==> src/rtl/arith_pkg.sv <==
// Shared arithmetic-unit definitions: FSM encoding and default operand width.
// Latency: n/a (types and constants only).
// Backpressure: n/a.
package arith_pkg;

   // Default operand/result width for the arithmetic blocks.
   localparam int DEF_BITS = 8;

   // Control FSM states of the multi-cycle arithmetic blocks.
   typedef enum logic [1:0] {
      ST_IDLE = 2'd0,
      ST_RUN  = 2'd1,
      ST_DONE = 2'd2
   } div_state_e;

endpackage

==> src/rtl/seq_divider_if.sv <==
// Handshake and operand/result bus between the controlling FSM and the divider.
// Latency: n/a (wires only).
// Backpressure: none; start is only honoured while busy is low.
interface seq_divider_if #(
   parameter int BITS = arith_pkg::DEF_BITS
);
   logic            start;
   logic [BITS-1:0] dividend;
   logic [BITS-1:0] divisor;
   logic            busy;
   logic            done;
   logic [BITS-1:0] quotient;
   logic [BITS-1:0] remainder;
   logic            div_zero;

   // Controller side: issues requests, observes status and results.
   modport master (
      output start, dividend, divisor,
      input  busy, done, quotient, remainder, div_zero
   );

   // Divider side: accepts requests, returns status and results.
   modport slave (
      input  start, dividend, divisor,
      output busy, done, quotient, remainder, div_zero
   );
endinterface

==> src/rtl/seq_divider_div_step.sv <==
// One restoring-division step: shift in a dividend bit, trial-subtract, restore on borrow.
// Latency: purely combinational.
// Backpressure: n/a.
module div_step #(
   parameter int BITS = arith_pkg::DEF_BITS
) (
   input  logic [BITS:0]   r_in,
   input  logic            d_bit,
   input  logic [BITS-1:0] divisor,
   output logic [BITS:0]   r_out,
   output logic            q_bit
);
   // One guard bit above the shifted remainder so the borrow shows up as the sign.
   logic [BITS+1:0] shifted;
   logic [BITS+1:0] trial;

   // Shift, trial-subtract, and keep the difference only when it did not go negative.
   always_comb begin
      shifted = {r_in, d_bit};
      trial   = shifted - {2'b00, divisor};
      q_bit   = ~trial[BITS+1];
      r_out   = q_bit ? trial[BITS:0] : shifted[BITS:0];
   end
endmodule

==> src/rtl/seq_divider.sv <==
// Multi-cycle unsigned restoring divider, one quotient bit per clock.
// Latency: done BITS+1 cycles after an accepted start (1 cycle for divide-by-zero).
// Backpressure: start ignored while busy or during the done cycle; no queuing.
module seq_divider
   import arith_pkg::*;
#(
   parameter int BITS = DEF_BITS
) (
   input  logic         clk,
   input  logic         reset,
   seq_divider_if.slave bus
);
   localparam int CNTW = $clog2(BITS + 1);
   localparam logic [CNTW-1:0] LAST_STEP = CNTW'(BITS - 1);

   div_state_e      state_q, state_d;
   logic [CNTW-1:0] cnt_q, cnt_d;
   logic [BITS:0]   r_q, r_d;       // partial remainder, one extra bit for the borrow
   logic [BITS-1:0] q_q, q_d;       // dividend shifting out the top, quotient bits in the bottom
   logic [BITS-1:0] dvs_q, dvs_d;
   logic [BITS-1:0] quot_q, quot_d;
   logic [BITS-1:0] rem_q, rem_d;
   logic            dz_q, dz_d;
   logic            busy_q, busy_d;
   logic            done_q, done_d;

   logic [BITS:0]   step_r;
   logic            step_q;
   logic [BITS-1:0] q_shift;

   div_step #(.BITS(BITS)) u_step (
      .r_in    (r_q),
      .d_bit   (q_q[BITS-1]),
      .divisor (dvs_q),
      .r_out   (step_r),
      .q_bit   (step_q)
   );

   assign q_shift = {q_q[BITS-2:0], step_q};

   // Next-state logic: request acceptance, one division step per RUN cycle, result load.
   always_comb begin
      state_d = state_q;
      cnt_d   = cnt_q;
      r_d     = r_q;
      q_d     = q_q;
      dvs_d   = dvs_q;
      quot_d  = quot_q;
      rem_d   = rem_q;
      dz_d    = dz_q;
      busy_d  = 1'b0;
      done_d  = 1'b0;
      case (state_q)
         ST_IDLE: begin
            if (bus.start) begin
               if (bus.divisor != '0) begin
                  r_d     = '0;
                  q_d     = bus.dividend;
                  dvs_d   = bus.divisor;
                  cnt_d   = '0;
                  busy_d  = 1'b1;
                  state_d = ST_RUN;
               end else begin
                  // Divide-by-zero short-circuits straight to the result.
                  quot_d  = '1;
                  rem_d   = bus.dividend;
                  dz_d    = 1'b1;
                  done_d  = 1'b1;
                  state_d = ST_DONE;
               end
            end
         end
         ST_RUN: begin
            r_d   = step_r;
            q_d   = q_shift;
            cnt_d = cnt_q + CNTW'(1);
            if (cnt_q == LAST_STEP) begin
               // Results become visible only together with the done pulse.
               quot_d  = q_shift;
               rem_d   = step_r[BITS-1:0];
               dz_d    = 1'b0;
               done_d  = 1'b1;
               state_d = ST_DONE;
            end else begin
               busy_d = 1'b1;
            end
         end
         ST_DONE: begin
            state_d = ST_IDLE;
         end
         default: begin
            state_d = ST_IDLE;
         end
      endcase
   end

   // State and registered outputs; synchronous reset aborts any operation in flight.
   always_ff @(posedge clk) begin
      if (reset) begin
         state_q <= ST_IDLE;
         cnt_q   <= '0;
         r_q     <= '0;
         q_q     <= '0;
         dvs_q   <= '0;
         quot_q  <= '0;
         rem_q   <= '0;
         dz_q    <= 1'b0;
         busy_q  <= 1'b0;
         done_q  <= 1'b0;
      end else begin
         state_q <= state_d;
         cnt_q   <= cnt_d;
         r_q     <= r_d;
         q_q     <= q_d;
         dvs_q   <= dvs_d;
         quot_q  <= quot_d;
         rem_q   <= rem_d;
         dz_q    <= dz_d;
         busy_q  <= busy_d;
         done_q  <= done_d;
      end
   end

   assign bus.busy      = busy_q;
   assign bus.done      = done_q;
   assign bus.quotient  = quot_q;
   assign bus.remainder = rem_q;
   assign bus.div_zero  = dz_q;

endmodule

==> src/flat_wrapper.sv <==
// flat-port wrapper written by rule: the top's interface ports become plain ports
module seq_divider_flat import arith_pkg::*;
#(
   parameter int BITS = DEF_BITS
)
  (clk, reset, bus_start, bus_dividend, bus_divisor, bus_busy, bus_done, bus_quotient, bus_remainder, bus_div_zero);
  seq_divider_if #(.BITS(BITS)) bus_i ();
  input  logic clk;
  input  logic reset;
  input wire logic [$bits(bus_i.start)-1:0] bus_start;
  input wire logic [$bits(bus_i.dividend)-1:0] bus_dividend;
  input wire logic [$bits(bus_i.divisor)-1:0] bus_divisor;
  output wire logic [$bits(bus_i.busy)-1:0] bus_busy;
  output wire logic [$bits(bus_i.done)-1:0] bus_done;
  output wire logic [$bits(bus_i.quotient)-1:0] bus_quotient;
  output wire logic [$bits(bus_i.remainder)-1:0] bus_remainder;
  output wire logic [$bits(bus_i.div_zero)-1:0] bus_div_zero;
  assign bus_i.start = bus_start;
  assign bus_i.dividend = bus_dividend;
  assign bus_i.divisor = bus_divisor;
  assign bus_busy = bus_i.busy;
  assign bus_done = bus_i.done;
  assign bus_quotient = bus_i.quotient;
  assign bus_remainder = bus_i.remainder;
  assign bus_div_zero = bus_i.div_zero;
  seq_divider #(.BITS(BITS)) u_core (.clk(clk), .reset(reset), .bus(bus_i));
endmodule
==> config.mk <==
export PLATFORM = sky130hd
export DESIGN_NAME = seq_divider_flat
export DESIGN_NICKNAME = d
export VERILOG_FILES = /design/src/rtl/arith_pkg.sv /design/src/rtl/seq_divider_if.sv /design/src/rtl/seq_divider_div_step.sv /design/src/rtl/seq_divider.sv /design/src/flat_wrapper.sv
export SDC_FILE = /design/constraint.sdc
export NUM_CORES = 1
export LEC_CHECK = 0
export BUFFER_PORTS_ARGS = -buffer_cell sky130_fd_sc_hd__buf_2
export CORE_AREA = 2 2 70 72
export CTS_CLUSTER_DIAMETER = 200
export DETAILED_ROUTE_END_ITERATION = 10
export DIE_AREA = 0 0 72 74
export GPL_TIMING_DRIVEN = 0
export PLACE_DENSITY = 0.81
export RECOVER_POWER = 50
export SLEW_MARGIN = 20
export SYNTH_ARGS = -nofsm -noshare
export SYNTH_HDL_FRONTEND = slang
export SYNTH_SLANG_ARGS = --single-unit
==> constraint.sdc <==
create_clock -name clk -period 4.9 [get_ports clk]
set_input_delay 0.49 -clock clk [delete_from_list [all_inputs] [get_ports clk]]
set_output_delay 0.49 -clock clk [all_outputs]
set_load 0.1 [all_outputs]
==> flow_metrics.tcl <==
set metrics [dict create \
    core_area_um2 4598 \
    relSlewSlack 0.2263 \
    antenna_cells 0 \
    drv_cap 0 \
    track_usage 0.2602 \
    drt-initial-drc-count 273 \
    hp-class "in2reg" \
    worst_pin_slew_ns 1.166 \
    postSynthCellCount 324 \
    reg2reg_depth 8 \
    status "complete, no violations" \
    p_int_uw 859.6 \
    synth_top_area_share 0.3765 \
    ys_warn_count 0 \
    hold_viol_final 0 \
    worst-path-stages 8 \
    wl_per_cell_um 15.83 \
    timing.critical_path.cells "ha_1 > nand3b_1 > o21bai_1 > o21a_1 > clkbuf_1 > buf_4 > o21ai_0 > a21oi_1" \
    cts.root.buffer_cell "clkbuf_8" \
    multi_input_area_um2 1493 \
    postCtsSetupRepairBufs 0 \
    crit_fanout 10 \
    drc_errors 0 \
    syn_to_final_growth_pct 12.38 \
    initial_core_util 0.5782 \
    async_flop_share 0 \
    clk_latency_ns 0.32 \
    clockPowerShare 0.211 \
    synth-compound-area-share 0.2536 \
    crit_buf_inv 2 \
    r2r_end "u_core.bus.quotient[0]" \
    vias 2570 \
    synth_area_leaders "dfxtp_1, nand2_1, ha_1" \
    power_mw 1.486 \
    hold_buffers 0 \
    place.gp.congestion 0.8642 \
    dieArea_um2 5328 \
    postSynthAreaPerCell_um2 8.206 \
    final-seq-area_um2 1001 \
    cts_tree "done" \
    p_switching_uw 626.2 \
    synth_area_um2 2659 \
    rsz0062_at_grt "no" \
    period_share 0.5444 \
    fmax_ghz 0.3748 \
    synth_edf_count 0 \
    clock_skew_ns 0.01613 \
    cp-start-kind "flip-flop" \
    antenna_found_initial 0 \
    endpoint "u_core.bus.quotient[0]" \
    clk_path_buf_depth 2 \
    synth.distinct_cells 59 \
    r2r_slack_ns 2.23 \
    power_frac_comb 0.465 \
    seq_power_share 0.325 \
    cts_made_buffers 5 \
    die_w_um 72 \
    ys_ff_latch 50 \
    slowest_delay_ns 0.65 \
    synth_xor_xnor_area_share 0.02306 \
    clk_pin_slew_worst_paths_ns 0.11 \
    final_nets 397 \
    ios 38 \
    worstPathArrival_ns 2.91 \
    vias_per_cell 6.076 \
    criticalPathCategory "reg2reg" \
    synth_flop_cell "dfxtp_1" \
    syn_nets 353 \
    synth_top_area_cell "dfxtp_1" \
    overflow 0 \
    cpLargestDelayFamily "compound AO/OA/AOI/OAI gates" \
    port_buffers 37 \
    cts_max_level 2 \
    swShare 0.4214 \
    post-place-ws_ns 2.500 \
    drv_slew 0 \
    die_h_um 74 \
    min_period_ns 2.668 \
    layout-drive-gt1-share 0.1165 \
    crit_required_ns 5.14 \
    leakagePower_nw 1.113 \
    grt_pass1_vias 2367 \
    setup_viol 0 \
    fillers 410 \
    grt_pass1_wl_mm 10.94 \
    grt_max_degree 18 \
    setup_ws_ns 2.232 \
    ctsResizeCount 0 \
    slowest_stage "o21bai_1" \
    synthSimpleGateAreaFrac 0.2202 \
    rows 25 \
    firstDrtPassIters 5 \
    synthAdderAreaFrac 0.04988 \
    worstSetupStartpoint "u_core.cnt_q[0]" \
    powerDensity_nw_per_um2 497.3 \
    synth_top_family_by_area "compound AO/OA/AOI/OAI gates" \
    postRouteAntennaNets 0 \
    finalSetupTns_ns 0 \
    synth.mux.area_fraction 0.01882 \
    hpwlAfterDp_mm 4.894 \
    yosysSeqAreaShare 0.3765 \
    reg2reg_from "u_core.cnt_q[0]" \
    ir_drop_uv 283.6 \
    totalWireLength_mm 6.698 \
    cts.sinks 50 \
    critPathCaptureType "flip-flop" \
]
==> layout make-up <==
cell class / count / area share
Sequential cell: 50 / 0.3350
Clock inverter: 3 / 0.01633
Timing Repair Buffer: 37 / 0.05360
Inverter: 13 / 0.01633
Tap cell: 54 / 0.02261
Buffer: 19 / 0.03350
Clock buffer: 5 / 0.02303
Multi-Input combinational cell: 242 / 0.4996
==> registers in the layout, summed over array words and instances (netlist names) <==
name                  count
u_core.cnt_q              4
u_core.q_q                8
u_core.bus.quotient       8
u_core.bus.busy           1
u_core.state_q            2
u_core.dvs_q              8
u_core.r_q                9
u_core.bus.div_zero       1
u_core.bus.remainder      8
u_core.bus.done           1
==> cell families after synthesis <==
kind of cell               count (synthesis)
AOI/OAI and AO/OA                         90
xor gates and xnor gates                   7
adders and majority gates                 10
buffers and inverters                     32
DFF                                       50
muxes                                      5
and+or+nand+nor                          130
==> metrics by stage <==
step                      cells  area, µm²  hold slack, ns  utilization
after global routing        423       2988          0.4297       0.6498
after floorplan             324       2659          0.4363            -
after global placement      415       2912          0.4466       0.6332
after CTS                   423       3029          0.4159       0.6588
final                       423       2988          0.3993       0.6498
after detailed placement    415       2912          0.4490       0.6332
==> power by group through the flow <==
stage | registers (mW) | clock network [mW] | logic [mW]
3_5_place_dp | 0.490 | 0 | 0.685
2_1_floorplan | 0.571 | 0 | 0.470
4_1_cts | 0.481 | 0.311 | 0.689
5_1_grt | 0.488 | 0.324 | 0.737
3_3_place_gp | 0.488 | 0 | 0.672
6_report | 0.482 | 0.313 | 0.691
==> worst min path at each step <==
stage                               start  depth (start not counted)  slack, ns              end
final                      bus_divisor[3]                          3       0.40  u_core.dvs_q[3]
after detailed placement  u_core.dvs_q[5]                          2       0.45  u_core.dvs_q[5]
after global routing       bus_divisor[4]                          3       0.43  u_core.dvs_q[4]
after floorplan           u_core.dvs_q[3]                          2       0.44  u_core.dvs_q[3]
after CTS                  bus_divisor[4]                          3       0.42  u_core.dvs_q[4]
after global placement    u_core.dvs_q[5]                          2       0.45  u_core.dvs_q[5]
==> metal layers <==
metal | wire length (µm) | track usage | up-vias | share of wire
met2 | 3138 | 0.4249 | 104 | 0.47
met5 | 0 | 0 | - | 0
met4 | 152 | 0.1048 | 0 | 0.023
met1 | 3010 | 0.3457 | 1200 | 0.45
li1 | - | - | 1252 | -
met3 | 398 | 0.04472 | 14 | 0.059
==> cell usage in the layout (no fill, tap or decap), types with 3 or more instances in the layout <==
cell type,instances
ha_1,9
a211oi_1,12
nor4_1,8
o21ai_0,17
clkbuf_8,5
nand2_1,66
o21ai_1,5
dfxtp_1,50
xor2_1,4
a21oi_1,14
xnor2_1,3
mux2i_1,5
buf_2,18
a221oi_1,3
a311oi_1,7
nor3_1,5
or3_1,3
a21o_1,3
inv_1,13
a22oi_1,3
nor2_1,26
a41oi_1,3
clkbuf_1,34
nand3_1,6
==> synthesized netlist by cell type, drive strengths merged (5+ instances only) <==
cell / number
buf: 10
nand2: 66
nor3: 6
nor4: 8
o21ai: 22
inv: 13
a211oi: 13
clkbuf: 9
mux2i: 5
ha: 9
a21oi: 15
a311oi: 8
nor2: 27
nand3: 6
dfxtp: 50
==> worst register-to-register path: cells and delay by family (launching register included) <==
family	cells	cell delay, ns
flip-flops	1	0.38
adder cells (fa/ha/maj)	1	0.18
AND/OR/NAND/NOR	1	0.19
buffers and inverters	2	0.67
AO/OA/AOI/OAI	4	1.18
Note: power is estimated with default switching activity, not from simulation.
